===== src/rtl/instrumented_adder_core.sv =====
// Instrumented 32-bit adder: operands and masks loaded over LA strobes, with an
// optional ring-oscillator loop through a selected A bit and a toggle counter.
module instrumented_adder_core #(
    parameter int unsigned WIDTH    = 32,
    parameter int unsigned IO_W     = 38,
    parameter int unsigned RING_PIN = 8,
    parameter int unsigned EXT_PIN  = 9
) (
    input  logic             wb_clk_i,
    input  logic             wb_rst_i,
    input  logic             active,
    input  logic [WIDTH-1:0] la1_data_in,
    input  logic [WIDTH-1:0] la1_oenb,
    input  logic [WIDTH-1:0] la2_data_in,
    input  logic [WIDTH-1:0] la2_oenb,
    input  logic [WIDTH-1:0] la3_data_in,
    input  logic [WIDTH-1:0] la3_oenb,
    input  logic [IO_W-1:0]  io_in,
    output logic [WIDTH-1:0] la1_data_out,
    output logic [WIDTH-1:0] la2_data_out,
    output logic [WIDTH-1:0] la3_data_out,
    output logic [IO_W-1:0]  io_out,
    output logic [IO_W-1:0]  io_oeb
);

    localparam int unsigned NUM_STROBES = 7;

    logic [WIDTH-1:0]       a_input;
    logic [WIDTH-1:0]       b_input;
    logic [WIDTH-1:0]       a_input_ext_bit_b;
    logic [WIDTH-1:0]       a_input_ring_bit_b;
    logic [WIDTH-1:0]       s_output_bit_b;
    logic                   run;
    logic                   chain_out;
    logic                   chain_out_d;
    logic [WIDTH-1:0]       count;

    logic [NUM_STROBES-1:0] strobe;
    logic [WIDTH-1:0]       wr_data;
    logic [WIDTH-1:0]       a_eff;
    logic [WIDTH:0]         sum_full;
    logic [WIDTH-1:0]       sum;
    logic                   carry_out;
    logic                   feedback;
    logic                   ring_rise;
    logic                   unused_inputs;

    // Qualified command strobes and masked write data.
    assign strobe  = {NUM_STROBES{active}} & la1_data_in[NUM_STROBES-1:0]
                     & ~la1_oenb[NUM_STROBES-1:0];
    assign wr_data = la2_data_in & ~la2_oenb;

    // Per-bit A source: ring node beats external pin beats stored operand.
    assign a_eff = (a_input_ring_bit_b & {WIDTH{chain_out}})
                 | (~a_input_ring_bit_b & a_input_ext_bit_b & {WIDTH{io_in[EXT_PIN]}})
                 | (~a_input_ring_bit_b & ~a_input_ext_bit_b & a_input);

    // Adder and inverted-feedback tap.
    assign sum_full  = {1'b0, a_eff} + {1'b0, b_input};
    assign sum       = sum_full[WIDTH-1:0];
    assign carry_out = sum_full[WIDTH];
    assign feedback  = |(sum & s_output_bit_b);
    assign ring_rise = active & run & chain_out & ~chain_out_d;

    assign unused_inputs = &{1'b0, la1_data_in[WIDTH-1:NUM_STROBES],
                             la1_oenb[WIDTH-1:NUM_STROBES], la3_data_in, la3_oenb, io_in};

    // Register file, ring node and toggle counter.
    always_ff @(posedge wb_clk_i) begin
        if (wb_rst_i) begin
            a_input            <= '0;
            b_input            <= '0;
            a_input_ext_bit_b  <= '0;
            a_input_ring_bit_b <= '0;
            s_output_bit_b     <= '0;
            run                <= 1'b0;
            chain_out          <= 1'b0;
            chain_out_d        <= 1'b0;
            count              <= '0;
        end else begin
            if (strobe[0]) a_input            <= wr_data;
            if (strobe[1]) b_input            <= wr_data;
            if (strobe[2]) a_input_ext_bit_b  <= wr_data;
            if (strobe[3]) a_input_ring_bit_b <= wr_data;
            if (strobe[4]) s_output_bit_b     <= wr_data;
            if (strobe[5]) run                <= wr_data[0];

            chain_out <= (run & active) ? ~feedback : 1'b0;
            if (active) chain_out_d <= chain_out;

            // Clear wins over a simultaneous increment.
            if (strobe[6])      count <= '0;
            else if (ring_rise) count <= count + WIDTH'(1);
        end
    end

    // Output parking when the slot is inactive.
    always_comb begin
        la1_data_out = '0;
        la2_data_out = '0;
        la3_data_out = '0;
        io_out       = '0;
        io_oeb       = '1;
        if (active) begin
            la1_data_out         = sum;
            la2_data_out         = {{(WIDTH-2){1'b0}}, chain_out, carry_out};
            la3_data_out         = count;
            io_out[RING_PIN]     = chain_out;
            io_out[RING_PIN+1]   = carry_out;
            io_oeb[RING_PIN]     = 1'b0;
            io_oeb[RING_PIN+1]   = 1'b0;
        end
    end

endmodule


===== config.mk =====
export PLATFORM = sky130hd
export DESIGN_NAME = instrumented_adder_core
export DESIGN_NICKNAME = d
export VERILOG_FILES = /design/src/rtl/instrumented_adder_core.sv
export SDC_FILE = /design/constraint.sdc
export NUM_CORES = 1
export LEC_CHECK = 0
export ABC_AREA = 1
export CAP_MARGIN = 20
export CORE_MARGIN = 2
export CORE_UTILIZATION = 51
export DETAILED_ROUTE_END_ITERATION = 6
export PLACE_DENSITY = 0.94
export SLEW_MARGIN = 30
export SYNTH_ARGS = -nofsm -noshare
export SYNTH_HDL_FRONTEND = slang
export SYNTH_SLANG_ARGS = --single-unit

===== constraint.sdc =====
create_clock -name wb_clk_i -period 4.45 [get_ports wb_clk_i]
set_clock_uncertainty 0.05 [all_clocks]
set_input_delay 0.6675 -clock wb_clk_i [delete_from_list [all_inputs] [get_ports wb_clk_i]]
set_output_delay 0.6675 -clock wb_clk_i [all_outputs]
set_load 0.03 [all_outputs]

# == Word level (Yosys, flattened, before mapping) ==
# Index checks and enable logic that the tools add are counted.
# word_totals
regBits,195
out_inout_bits,172
wordCells,40
# op_classes
n_addsub,2
n_mux,5
n_bitwise,21
n_reduce_logical,3
# ops
op,n
32-bit AND,7
32-bit NOT,3
32-bit two-way mux,2
32-bit OR,2
32-bit by 32-bit adder with 33-bit output,1
"32-bit by 1-bit adder with 32-bit output, second input constant",1
32-bit OR reduction,1
7-bit AND,2
7-bit NOT,1
2-bit two-way mux,3
2-bit OR reduction,2
1-bit AND,3
1-bit NOT,3

# == Logic depth before layout (Yosys ltp) ==
# logic_depth
ltp_word,9
ltp_mapped,21
depth_no_buf,21

# == Worst setup path before layout ==
# OpenSTA, ideal clock, no wires.
# synth_timing
path_kind,input -> output
startpoint,in io_in[9]
endpoint,out la2_data_out[0]
arrival_time_ns,2.995
required_ns,3.733
setup_slack_ns,0.737
stages,14
path_buffers,2
path_cell_list,clkbuf_1 > nor2_1 > o31ai_1 > ha_1 > nand2_4 > nor2_8 > and2_4 > nand2_2 > nand2_1 > nand2_1 > nand2_1 > nand3_1 > a21oi_1 > buf_4
# synth_between
elab_chain_len,5
# synth_lines
item,line_no,text
start: declaration,18,"input logic [IO_W-1:0] io_in,"
32-bit AND,55,| (~a_input_ring_bit_b & a_input_ext_bit_b & {WIDTH{io_in[EXT_PIN]}})
32-bit OR,55,
32-bit OR,56,| (~a_input_ring_bit_b & ~a_input_ext_bit_b & a_input);
32-bit by 32-bit adder with 33-bit output,59,"assign sum_full = {1'b0, a_eff} + {1'b0, b_input};"
2-bit two-way mux,104,if (active) begin
end: declaration,20,"output logic [WIDTH-1:0] la2_data_out,"
# Every way passes these cells.

# == Worst setup path in the final report ==
# layout_timing
startpoint,in io_in[9]
endpoint,out io_out[9]
# layout_between
elab_chain_len,5
# layout_lines
item,line_no,text
32-bit AND,55,
32-bit OR,55,
32-bit OR,56,
32-bit by 32-bit adder with 33-bit output,59,
2-bit two-way mux,104,
end: declaration,22,"output logic [IO_W-1:0] io_out,"
# Every way passes these cells.

==> results.yml <==
routing:
  drtIter0Drc: 1212
  viasPerCell: 5.17
  wl_per_cell_um: 14.7
  drt-pass1-iter-count: 7
  routed_wl_mm: 33.8
  ant_nets: 0
  drcViolationCount: 0
  vias: 11934
power:
  vdd_drop_max_mv: 0.226
  cellPowerDensity_nw_per_um2: 308
  p_leak_nw: 6.75
synthesis:
  syn_inst: 1857
  yosys_most_used_dff: "dfxtp_1"
  yosysMostFrequentCell: "nand2_1"
  yosysWarnings: 0
  synth.area.top_cells: "dfxtp_1 32%, nand2_1 11%, inv_1 8.5%, a21oi_1 7.9%, nor2_1 6.9%"
  ys_top_cells_by_count: "365 x nand2_1, 273 x inv_1, 223 x nor2_1"
  synth-edff-count: 0
  synth_top_area_cell: "dfxtp_1"
  synth.top_cell.area_share_pct: 32.3
  synth_seq_area_share_pct: 32.3
  syn_area_per_cell_um2: 6.51
  synth_area_um2: 12100
  ys_ff_latch: 195
  synth-async-reset-ratio_pct: 0
  yosysUniqueCellTypes: 51
floorplanning:
  placementRows: 56
  initial_core_util_pct: 51.6
  coreArea_um2: 23400
  die_h_um: 158
  die-width_um: 158
  die_area_um2: 24900
  io_pins: 405
final_layout:
  nets: 2251
  area_growth_pct: 16.5
  antenna_cells: 0
  drive_above_1_share_pct: 7.74
sta:
  rsz0062_at_grt: "no"
  min_period_ns: 4.28
  setup_violations: 0
  finalMaxSlewViolations: 0
  hold_viol: 0
  hold_ws_ns: 0.404
  setup_tns_ns: 0
  max_freq_ghz: 0.234
  max_slew_margin_pct: 52.4
  fin_crit_sh_pct: 96.2
  tightest_slew_ns: 0.713
outcome:
  run_status: "finished, final reports clean"
cts:
  cts_max_path_buffers: 2
  clock-sinks: 195
  path_clk_slew_ns: 0.07
  cts_setup_buffers: 0
  clk_latency_ns: 0.45
  cts_buffers: 17
  tritoncts: "yes"
  h-tree-depth: 4
  ctsRootBufferMaster: "clkbuf_16"
  cts_hold_buf: 0
global_routing:
  grt_pass1_vias: 10764
  track_usage_pct: 26.9
  grt_overflow: 0
  antenna_found_initial: 0
  grt_pass1_wl_mm: 53.5
  grt_max_degree: 86
min_path:
  whs_path_depth: 2
  min_to: "a_input[23]$_SDFFE_PP0P_"
  hp-start: "a_input[23]$_SDFFE_PP0P_"
  hold_path.class: "reg2reg"
critical_path:
  worstPathRequired_ns: 3.73
  cp-start-kind: "input port"
  cp.arrival_ns: 3.56
  critical_path_class: "in2out"
  r2r_slack_ns: 1.00
  rr_endpoint: "chain_out$_SDFF_PP0_"
  reg2reg_from: "chain_out$_SDFF_PP0_"
  cp-end-kind: "output pin"
  reg2reg_depth: 16
  cp_max_fo: 32
job:
  max_cap_viol_count: 0
placement:
  hpwl_mm: 25.8
  numPortBuffers: 151
  gp_congestion: 0.952
==> where the power goes <==
| group | leakage, nW | switching (mW) | internal, mW |
|---|---|---|---|
| clock | 0.292 | 0.773 | 0.857 |
| sequential | 1.59 | 0.0457 | 1.82 |
| combinational | 4.86 | 0.572 | 0.267 |
| total | 6.75 | 1.39 | 2.94 |
==> worst max-delay path, cell delays in order <==
cell and delay, ns:
clkdlybuf4s50_1 0.50, buf_12 0.23, nor2_1 0.08, o31ai_1 0.37, ha_1 0.36, nand2_2 0.15
inv_1 0.05, nand2_1 0.06, nand2_1 0.08, a21oi_1 0.16, nand2_1 0.12, nand2_1 0.14
nand2_1 0.09, nand3_1 0.07, a21oi_1 0.08, buf_4 0.16, buf_4 0.16
==> per-stage QoR <==
step / power (mW) / setup WS (ns) / cell area, um^2 / std cells / utilization (%)
2_1_floorplan: 2.52 / 0.737 / 12500 / 1957 / -
3_3_place_gp: 2.70 / 0.220 / 13400 / 2276 / 57.4
3_5_place_dp: 2.72 / 0.159 / 13400 / 2276 / 57.4
4_1_cts: 4.32 / 0.150 / 14100 / 2308 / 60.1
5_1_grt: 4.50 / 0.0206 / 14100 / 2308 / 60.2
6_report: 4.33 / 0.171 / 14100 / 2308 / 60.2
==> per-layer routing <==
metal / wire, um / vias up / GRT usage [%] / share of wire (%)
met4: 716 / 0 / 7.89 / 2.1
met1: 15000 / 5376 / 37.8 / 44
li1: - / 5925 / - / -
met5: 0 / - / 0 / 0
met3: 3010 / 59 / 3.48 / 8.9
met2: 15100 / 574 / 43.1 / 45
==> how the worst max path moves through the flow <==
stage	from	to	slack (ns)
after floorplan	io_in[9]	la2_data_out[0]	0.74
after global placement	io_in[9]	io_out[9]	0.22
after detailed placement	io_in[9]	io_out[9]	0.16
after CTS	io_in[9]	io_out[9]	0.15
after global routing	io_in[9]	la1_data_out[28]	0.02
final	io_in[9]	io_out[9]	0.17
==> layout by cell type (no fill, tap or decap), drive strengths merged <==
cell type	n
or2	8
nand3	78
nand3b	6
nand4	19
ha	41
clkdlybuf4s50	118
nand2	376
xnor2	5
mux2	1
xor2	9
buf	51
bufinv	2
dfxtp	195
nor3b	1
o21bai	4
conb	102
inv	291
clkinvlp	3
o31ai	25
mux2i	4
nand2b	1
fa	1
a21oi	190
or3	1
a31oi	2
clkinv	8
clkbuf	17
and2	1
nor4	2
nor3	22
o21ai	162
nor2	231
a211oi	12
==> state kept, by name, indices dropped and copies added, names as in the netlist <==
register and cells:
chain_out_d 1, a_input 32, s_output_bit_b 32, chain_out 1, a_input_ring_bit_b 32, b_input 32, count 32, a_input_ext_bit_b 32
run 1
==> kinds of logic after synthesis <==
group,after synthesis,synth area share (%)
flops,195,32.3
compound gates,395,17.3
other cells,2,0.0621
mux,5,0.424
buf+inv,458,17.6
xor+xnor,14,1.01
fa+ha+maj,42,4.41
simple gates,746,26.9
==> what timing repair did <==
item | CTS | global route
endpoints found under the setup margin | 0 | 7
resized for setup | 0 | 7
endpoints found under the hold margin | 0 | 0
==> layout make-up <==
| cell class | instances | area, um^2 |
|---|---|---|
| clock buffer | 17 | 425 |
| clock inverter | 15 | 193 |
| fill | 2031 | 9320 |
| inverter | 289 | 1090 |
| multi-input combinational | 1304 | 6490 |
| sequential | 195 | 3900 |
| tap | 319 | 399 |
| timing repair buffer | 169 | 1570 |
(Power assumes the default switching activity.)
